==> src/rtl/keypad_pkg.sv <==
// Shared constants, FSM encoding and the one-hot key encoder for the keypad front end.
package keypad_pkg;

  localparam int KP_NKEYS = 10;
  localparam logic [3:0] KEY_NONE = 4'd15;

  typedef enum logic [1:0] {
    IDLE    = 2'd0,
    HELD    = 2'd1,
    BLOCKED = 2'd2
  } key_state_t;

  // Index of the lowest set bit; KEY_NONE when no bit is set.
  function automatic logic [3:0] onehot_to_code(input logic [15:0] onehot);
    logic [3:0] code;
    code = KEY_NONE;
    for (int i = 15; i >= 0; i--) begin
      if (onehot[i]) code = 4'(i);
    end
    return code;
  endfunction

endpackage

==> src/rtl/debounce_cell.sv <==
// One input line: 2-flop synchroniser, optional polarity flip, and a stability counter
// that moves the debounced level only after DEBOUNCE_CYCLES consecutive differing samples.
module debounce_cell #(
  parameter int DEBOUNCE_CYCLES = 20,
  parameter bit RAW_ACTIVE_LOW  = 1'b0
) (
  input  logic clk,
  input  logic rst,
  input  logic raw,
  output logic deb
);

  // A single-cycle debounce still needs one counter bit to hold the terminal value 0.
  localparam int CW = (DEBOUNCE_CYCLES > 1) ? $clog2(DEBOUNCE_CYCLES) : 1;
  localparam logic [CW-1:0] TERM = CW'(DEBOUNCE_CYCLES - 1);

  logic          meta;
  logic          sync;
  logic          s;
  logic [CW-1:0] cnt;

  // Polarity is fixed after the synchroniser so latency is identical either way.
  assign s = sync ^ RAW_ACTIVE_LOW;

  // Synchroniser and stability counter; any sample equal to deb restarts the count.
  always_ff @(posedge clk) begin
    if (rst) begin
      meta <= 1'b0;
      sync <= 1'b0;
      cnt  <= '0;
      deb  <= 1'b0;
    end else begin
      meta <= raw;
      sync <= meta;
      if (s == deb) begin
        cnt <= '0;
      end else if (cnt == TERM) begin
        deb <= s;
        cnt <= '0;
      end else begin
        cnt <= cnt + CW'(1);
      end
    end
  end

endmodule

==> src/rtl/keypad_conditioner.sv <==
// Watch set-mode keypad front end: debounces NKEYS numpad lines plus the done button and
// qualifies key presses into single-cycle one-hot pulses, rejecting multi-key and repeat.
// Output strobes: key_valid is a 1-cycle strobe that coincides exactly with a nonzero
// key_pulse; done_pulse and multi_err are independent 1-cycle strobes. There is no
// back-pressure: the consumer must sample every cycle.
module keypad_conditioner
  import keypad_pkg::*;
#(
  parameter int NKEYS           = KP_NKEYS,
  parameter int DEBOUNCE_CYCLES = 20,
  parameter bit RAW_ACTIVE_LOW  = 1'b0
) (
  input  logic             clk,
  input  logic             rst,
  input  logic [NKEYS-1:0] key_raw,
  input  logic             done_raw,
  output logic [NKEYS-1:0] key_pulse,
  output logic [3:0]       key_code,
  output logic             key_valid,
  output logic             key_held,
  output logic             done_pulse,
  output logic             multi_err,
  output key_state_t       fsm_state
);

  logic [NKEYS:0]   raw_all;
  logic [NKEYS:0]   deb_all;
  logic [NKEYS-1:0] deb_keys;
  logic             deb_done;
  logic             deb_done_q;

  key_state_t       state;
  key_state_t       state_n;
  logic [NKEYS-1:0] accepted;
  logic [NKEYS-1:0] accepted_n;
  logic [NKEYS-1:0] pulse_n;
  logic [3:0]       code_n;
  logic             valid_n;
  logic             err_n;
  logic             is_onehot;

  assign raw_all  = {done_raw, key_raw};
  assign deb_keys = deb_all[NKEYS-1:0];
  assign deb_done = deb_all[NKEYS];

  // Top bit of the vector is the done button; it gets the same conditioning as the keys.
  for (genvar g = 0; g <= NKEYS; g++) begin : g_line
    debounce_cell #(
      .DEBOUNCE_CYCLES(DEBOUNCE_CYCLES),
      .RAW_ACTIVE_LOW (RAW_ACTIVE_LOW)
    ) u_cell (
      .clk(clk),
      .rst(rst),
      .raw(raw_all[g]),
      .deb(deb_all[g])
    );
  end

  assign is_onehot = (deb_keys != '0) && ((deb_keys & (deb_keys - NKEYS'(1))) == '0);
  assign key_held  = (state == HELD);
  assign fsm_state = state;

  // Next-state and next-output decode for key qualification.
  always_comb begin
    state_n    = state;
    accepted_n = accepted;
    pulse_n    = '0;
    code_n     = key_code;
    valid_n    = 1'b0;
    err_n      = 1'b0;
    unique case (state)
      IDLE: begin
        if (deb_keys != '0) begin
          if (is_onehot) begin
            state_n    = HELD;
            accepted_n = deb_keys;
            pulse_n    = deb_keys;
            valid_n    = 1'b1;
            code_n     = onehot_to_code(16'(deb_keys));
          end else begin
            state_n = BLOCKED;
            err_n   = 1'b1;
          end
        end
      end
      HELD: begin
        if (deb_keys == '0) begin
          state_n = IDLE;
          code_n  = KEY_NONE;
        end else if (deb_keys != accepted) begin
          state_n = BLOCKED;
          err_n   = 1'b1;
          code_n  = KEY_NONE;
        end
      end
      BLOCKED: begin
        if (deb_keys == '0) state_n = IDLE;
      end
      default: begin
        state_n = IDLE;
        code_n  = KEY_NONE;
      end
    endcase
  end

  // State, accepted key and registered outputs; done edge detect runs beside the FSM.
  always_ff @(posedge clk) begin
    if (rst) begin
      state      <= IDLE;
      accepted   <= '0;
      key_pulse  <= '0;
      key_code   <= KEY_NONE;
      key_valid  <= 1'b0;
      multi_err  <= 1'b0;
      deb_done_q <= 1'b0;
      done_pulse <= 1'b0;
    end else begin
      state      <= state_n;
      accepted   <= accepted_n;
      key_pulse  <= pulse_n;
      key_code   <= code_n;
      key_valid  <= valid_n;
      multi_err  <= err_n;
      deb_done_q <= deb_done;
      done_pulse <= deb_done & ~deb_done_q;
    end
  end

endmodule

==> config.mk <==
export PLATFORM = sky130hd
export DESIGN_NAME = keypad_conditioner
export DESIGN_NICKNAME = d
export VERILOG_FILES = /design/src/rtl/keypad_pkg.sv /design/src/rtl/debounce_cell.sv /design/src/rtl/keypad_conditioner.sv
export SDC_FILE = /design/constraint.sdc
export NUM_CORES = 1
export LEC_CHECK = 0
export CORE_MARGIN = 10
export CORE_UTILIZATION = 55
export CTS_CLUSTER_DIAMETER = 50
export DETAILED_ROUTE_END_ITERATION = 10
export PLACE_DENSITY = 0.76
export SYNTH_ARGS = -nofsm -noshare
export SYNTH_HDL_FRONTEND = slang
export SYNTH_SLANG_ARGS = --single-unit
export TNS_END_PERCENT = 10
==> constraint.sdc <==
create_clock -name clk -period 4.4 [get_ports clk]
set_clock_uncertainty 0.15 [all_clocks]
set_input_delay 0.44 -clock clk [delete_from_list [all_inputs] [get_ports clk]]
set_output_delay 0.44 -clock clk [all_outputs]
set_load 0.005 [all_outputs]
-- Word level (Yosys, flattened, before mapping)
Index checks and enable logic that the tools add are counted.
- mux-type cells: 27
- equal/unequal tests: 29
- reductions and logical operators: 32
- bitwise logic cells: 18
- add/subtract/negate cells: 12
- operators by type and width (kind ; count):
    $add 5x1->5 const B ; 11
    $eq 5x5->1 const B ; 11
    $mux 4 ; 13
    $reduce_or 3->1 ; 12
    $reduce_and 2->1 ; 11
    $logic_not 10->1 ; 2
    $not 1->1 ; 16
    $pmux 4 s3 ; 1
    $eq 1x1->1 ; 11
    $and 10x10->10 ; 1
    $mux 2 ; 5
    $ne 10x10->1 ; 1
    $reduce_bool 10->1 ; 1
    $sub 10x1->10 const B ; 1
    $ne 2x2->1 const B ; 3
    $pmux 2 s3 ; 1
    $reduce_and 3->1 ; 2
    $mux 1 ; 5
    $reduce_and 4->1 ; 1
    $reduce_or 4->1 ; 1
    $mux 3 ; 1
    $ne 3x1->1 const B ; 1
    $eq 2x1->1 const B ; 1
    $eq 2x2->1 const B ; 1
    other kinds (4) ; 4
- register bits: 118
- bits of input ports: 13
- word-level logic and storage cells: 170
- output and inout bits: 20

-- Longest topological paths before layout
- word-level depth: 13
- mapped depth: 8

-- Hierarchy
Synthesis repeated with hierarchy kept, for this count alone.
- cells, all modules: 476
- area total of the unflattened synthesis: 4849.7 um^2
- by module, submodules not included (module ; times used ; cells each ; area each (um^2) ; seq. area each (um^2)):
    debounce_cell ; 11 ; 31 ; 321.6 ; 160.2
    keypad_conditioner ; 1 ; 135 ; 1312.5 ; 600.6

-- Least setup slack after synthesis
Ideal clock, no wire load.
- kind: register to register
- start point: register g_line[3].u_cell.deb
- end point: register accepted[2]
- slack: 1889 ps
- path buffers: 2
- arrival: 2234 ps
- setup time: 128 ps
- data required time: 4122 ps
- period minus slack after synthesis: 2511 ps
- cell stages (with the launch flop): 9
- cells stage by stage: dfxtp_1 buf_2 or4_4 maj3_2 nor4_4 a21boi_4 buf_6 mux2i_1 nor2_1
- word-level cells in the longest chain between the ends: 5
- elaborated cells on any way between the ends: 6
- classes of those cells: add/sub (1); bitwise (1); reduce/logical (4)
- ends and longest elaborated chain (what ; RTL line ; source):
    start, declared ; debounce_cell.sv:10 ; output logic deb
    start signal, assigned ; debounce_cell.sv:38 ; deb <= s;
    $sub 10x1->10 ; keypad_conditioner.sv:59 ; assign is_onehot = (deb_keys != '0) && ((deb_keys & (deb_keys - NKEYS'(1))) == '0);
    $and 10x10->10 ; keypad_conditioner.sv:59 ;
    $logic_not 10->1 ; keypad_conditioner.sv:59 ;
    $logic_and 1x1->1 ; keypad_conditioner.sv:59 ;
    $reduce_and 3->1 (no source line) * ; n/a ;
    end signal, assigned ; keypad_conditioner.sv:119 ; accepted <= accepted_n;
    end, declared ; keypad_conditioner.sv:34 ; logic [NKEYS-1:0] accepted;
Every way passes the cells marked *; elsewhere a longest branch is shown, timed or not.
A chain may end at the register's enable or synchronous reset.

-- Final worst setup path
- start point: register g_line[3].u_cell.deb
- end point: register key_code[0]
- word-level cells in the longest chain between the ends: 7
- elaborated cells on any way between the ends: 19
- classes of those cells: add/sub (1); eq/ne (4); mux (8); bitwise (1); reduce/logical (5)
- ends and longest elaborated chain (what ; RTL line ; source):
    branches (longest 7 deep; another with $sub 10x1->10) ; n/a ;
    end signal, assigned ; keypad_conditioner.sv:121 ; key_code <= code_n;
    end, declared ; keypad_conditioner.sv:18 ; output logic [3:0] key_code,
Several ways; the timed one is not identified. The select of a mux whose other input is x is not followed.

==> flow_results.org <==
** Finish
- Filler instances :: 576
- Number of nets at the end of the flow :: 511
- Area grow syn2layout :: 21.5%
- For this run, the share of the core covered by cells in the final layout is 0.693.
- After routing the design area is 5410 sq um.
- Share of layout cells above drive strength 1 :: 0.0782
- The number of antenna diodes in the final layout is 0.

** Yosys
- The share of synthesized area in the top cell type comes to 0.530.
- Most used flip-flop cell after synthesis :: dfxtp_1
- Main combinational cell family by area after synthesis :: simple AND/OR/NAND/NOR gates
- Synthesis instantiated 38 different standard cells from the library.
- Counting flops with an async set or reset pin after synthesis yields a share of 0.
- Of the total synthesized cell area, the portion taken by AND, OR, NAND and NOR gates is 0.217.
- Post-synthesis net count :: 478
- The synthesized-area fraction occupied by ao, oa, aoi and oai cells is 0.0362.
- Of the total synthesized cell area, the portion taken by XOR and XNOR cells is 0.106.
- Count of warnings emitted by yosys :: 0
- Dividing the synthesized area by the synthesized cell count gives 9.81 sq um.
- The synthesized design contains 0 enable-type register cells.
- Post-synthesis instance area :: 4450 sq um
- For this run, the register share of the synthesized area comes to 0.530.
- Post-synthesis share of cell area spent on full adders, half adders and majority gates :: 0.0334
- Summed over all instances, the cell type with the most area after synthesis is dfxtp_1.
- By area the synthesized netlist is led by dfxtp_1, nor2_1, xnor2_1.
- The cell count after synthesis came out at 454.
- Counting flops and latches in the post-synthesis netlist gives 118.
- Multiplexer fraction of the synthesized cell area :: 0.0450

** Route
- The pre-antenna-repair detailed-routing pass consisted of 5 iterations.
- First-iteration detailed-routing DRC count :: 113
- DR WL/cell :: 12.8 um
- After detailed routing, the total wire length is 7700 um.
- DRC violations left :: 0
- Dividing the detail-routed via count by the number of cells gives 4.99.
- The detail route stage leaves a number of antenna-violating nets equal to 0.
- Across all layers, the routed design uses 2996 vias.

** Timing
- Dividing the final minimum period by the clock period gives 0.664.
- Final worst hold slack :: 0.238 ns
- Hold Fails Final Rpt :: 0
- Total setup violations reported at the end of the flow :: 0
- Maximum clock rate :: 342 MHz
- Setup repair after global routing missed its margin :: no
- Time the worst path needs with I/O delays and setup :: 2.92 ns
- The max-slew violation count came to 0.
- Worst relative slew slack :: 0.458
- Final worst setup slack :: 1.48 ns
- At the pin with the least slew margin, the transition time is 0.812 ns.
- Summed over all failing endpoints, the final setup total negative slack is 0 ns.

** Clock tree
- The clock drives 118 sinks.
- Register clock-pin slew on the reported worst setup and hold paths :: 0.05 ns
- TritonCTS built the clock tree.
- The number of gates resized after CTS was 0.
- The H-tree was split into 4 levels.
- Maximum clock path buffer count :: 2
- Hold repair after CTS inserted 0 buffers.
- Post-CTS Repair Setup Buffers :: 0
- Number of buffers created by CTS :: 17
- The root buffer cell chosen for the clock tree is clkbuf_8.
- For the worst-skew pair, the clock arrives at the later sink with an insertion delay of 0.50 ns.

** Floorplanning
- The initialized floorplan defines 32 standard-cell rows.
- From bottom edge to top edge, the die measures 110 um.
- Die area :: 12100 sq um
- Measured along the x axis, the die boundary spans 110 um.
- Area inside the core boundary :: 7810 sq um
- For this configuration, the core starts out at a cell density of 0.570.
- For this design the top-level I/O count stands at 33.

** GRT
- Remaining global-route overflow :: 0
- Largest net degree at the start of global routing :: 50
- Wire length of the first global-routing pass :: 13200 um
- Across every metal layer, demand over resource in global routing totals 0.137.
- Vias in the first global route :: 3015
- The initial antenna violation count was 0.

** Critical path
- Crit Path Class :: flip-flop to flip-flop
- On the critical path the largest part of the delay comes from simple AND/OR/NAND/NOR gates.
- Critical path's largest stage delay :: 0.60 ns
- In this run the worst path has a maximum fanout of 13.
- Endpoint class of the critical path :: flip-flop
- The signal on the critical path passes through or4_4 > or3_1 > or2_1 > a21boi_4 > and2b_2 > a22oi_1.
- At the worst endpoint, the required time is 4.61 ns.
- CP Buf/Inv Count :: 0
- For this design, the slowest cell found on the critical path is or4_4.
- For the worst setup path, the data arrival time is 3.13 ns.
- STA classifies the critical path startpoint as a flip-flop.

** Placed design
- Summing all placed instances gives a cell area of 4810 sq um.
- Routability-driven placement finished with a final weighted congestion of 0.732.
- During placement, the flow inserted port buffers numbering 32.
- After legalization and detailed placement, the total HPWL measured 5050 um.
- OpenSTA, run right after detailed placement, puts the worst setup slack at 1.51 ns.

** Min path
- Path class of the lowest-slack min-delay path :: flip-flop to flip-flop

** Pwr
- Largest voltage drop on the vdd net :: 0.305 mV
- The analysis attributes to cell leakage a power of 2.02 nW.
- PwrDens :: 459 nW/um^2

** Job
- The tool flagged a number of max-cap violations equal to 0.

** Run status
- Status :: complete, no violations
## where the power goes
group,leakage (nW),internal [mW],switching (mW)
Combinational,0.767,0.0198,0.0179
Sequential,0.956,1.08,0.00630
Clock,0.294,0.917,0.442
Total,2.02,2.02,0.466
## stage by stage
stage	power (mW)	std cells
2_1_floorplan	1.13	454
3_3_place_gp	1.15	570
3_5_place_dp	1.15	570
4_1_cts	2.51	601
5_1_grt	2.57	601
6_report	2.48	601
## area by class of cell
cell class	count	area, sq um	share of cell area
Timing Repair Buffer	33	323	0.0597
Inverter	13	48.8	0.00902
Sequential cell	118	2360	0.437
Multi-Input combinational cell	304	1950	0.361
Tap cell	102	128	0.0236
Clock inverter	8	121	0.0224
Clock buffer	23	477	0.0881
## state kept, by name, indices dropped and copies added (netlist names), 2 cells and up
signal              cells
fsm_state               2
g_line.u_cell.deb      11
g_line.u_cell.s        11
g_line.u_cell.cnt      55
g_line.u_cell.meta     11
key_pulse              10
key_code                4
accepted               10
## cells in the final DEF (no fill, tap or decap), types with 2 or more instances in the layout
master and count:
clkinv_2 3, or2_2 2, nand2_1 13, o21bai_1 3
nor2b_1 26, inv_1 13, mux2i_1 20, nand4_1 2
ha_1 11, a211oi_1 2, nor4bb_1 2, clkbuf_16 16
nand3_1 22, nor3_1 11, a22oi_1 5, or3_1 12
xor2_1 24, a21oi_1 7, clkdlybuf4s50_1 31, dfxtp_1 118
and2_1 10, xnor2_1 30, bufinv_16 3, nor2_1 88
clkbuf_8 5, clkbuf_1 2
## synthesized netlist by cell type (3+ instances only)
master    number
a21oi_1        7
a22oi_1        5
and2_1        10
buf_2          3
clkbuf_1      13
dfxtp_1      118
ha_1          11
inv_1         13
mux2i_1       20
nand2_1       13
nand3_1       22
nor2_1        88
nor2b_1       26
nor3_1        11
o21bai_1       3
or3_1         12
xnor2_1       30
xor2_1        24
## final timing paths
check	start	slack (ns)	to	depth (start not counted)
max	g_line[3].u_cell.deb$_SDFFE_PP0P_	1.48	key_code[0]$_SDFFE_PP1P_	6
min	deb_done_q$_SDFF_PP0_	0.24	done_pulse$_SDFF_PP0_	1
max reg2reg	g_line[3].u_cell.deb$_SDFFE_PP0P_	1.48	key_code[0]$_SDFFE_PP1P_	6
min reg2reg	deb_done_q$_SDFF_PP0_	0.24	done_pulse$_SDFF_PP0_	1
## cells by family after synthesis
| group | Yosys count |
|---|---|
| flip-flops | 118 |
| AO/OA/AOI/OAI | 22 |
| multiplexers | 20 |
| AND/OR/NAND/NOR | 196 |
| buffers and inverters | 32 |
| XOR/XNOR | 54 |
| adder cells (fa/ha/maj) | 12 |
## per-layer routing
| layer | share of wire | track usage |
|---|---|---|
| met5 | 0 | 0 |
| met4 | 0.0062 | 0.0502 |
| met3 | 0.056 | 0.0470 |
| met2 | 0.48 | 0.230 |
| met1 | 0.46 | 0.160 |
(Power assumes the default switching activity.)
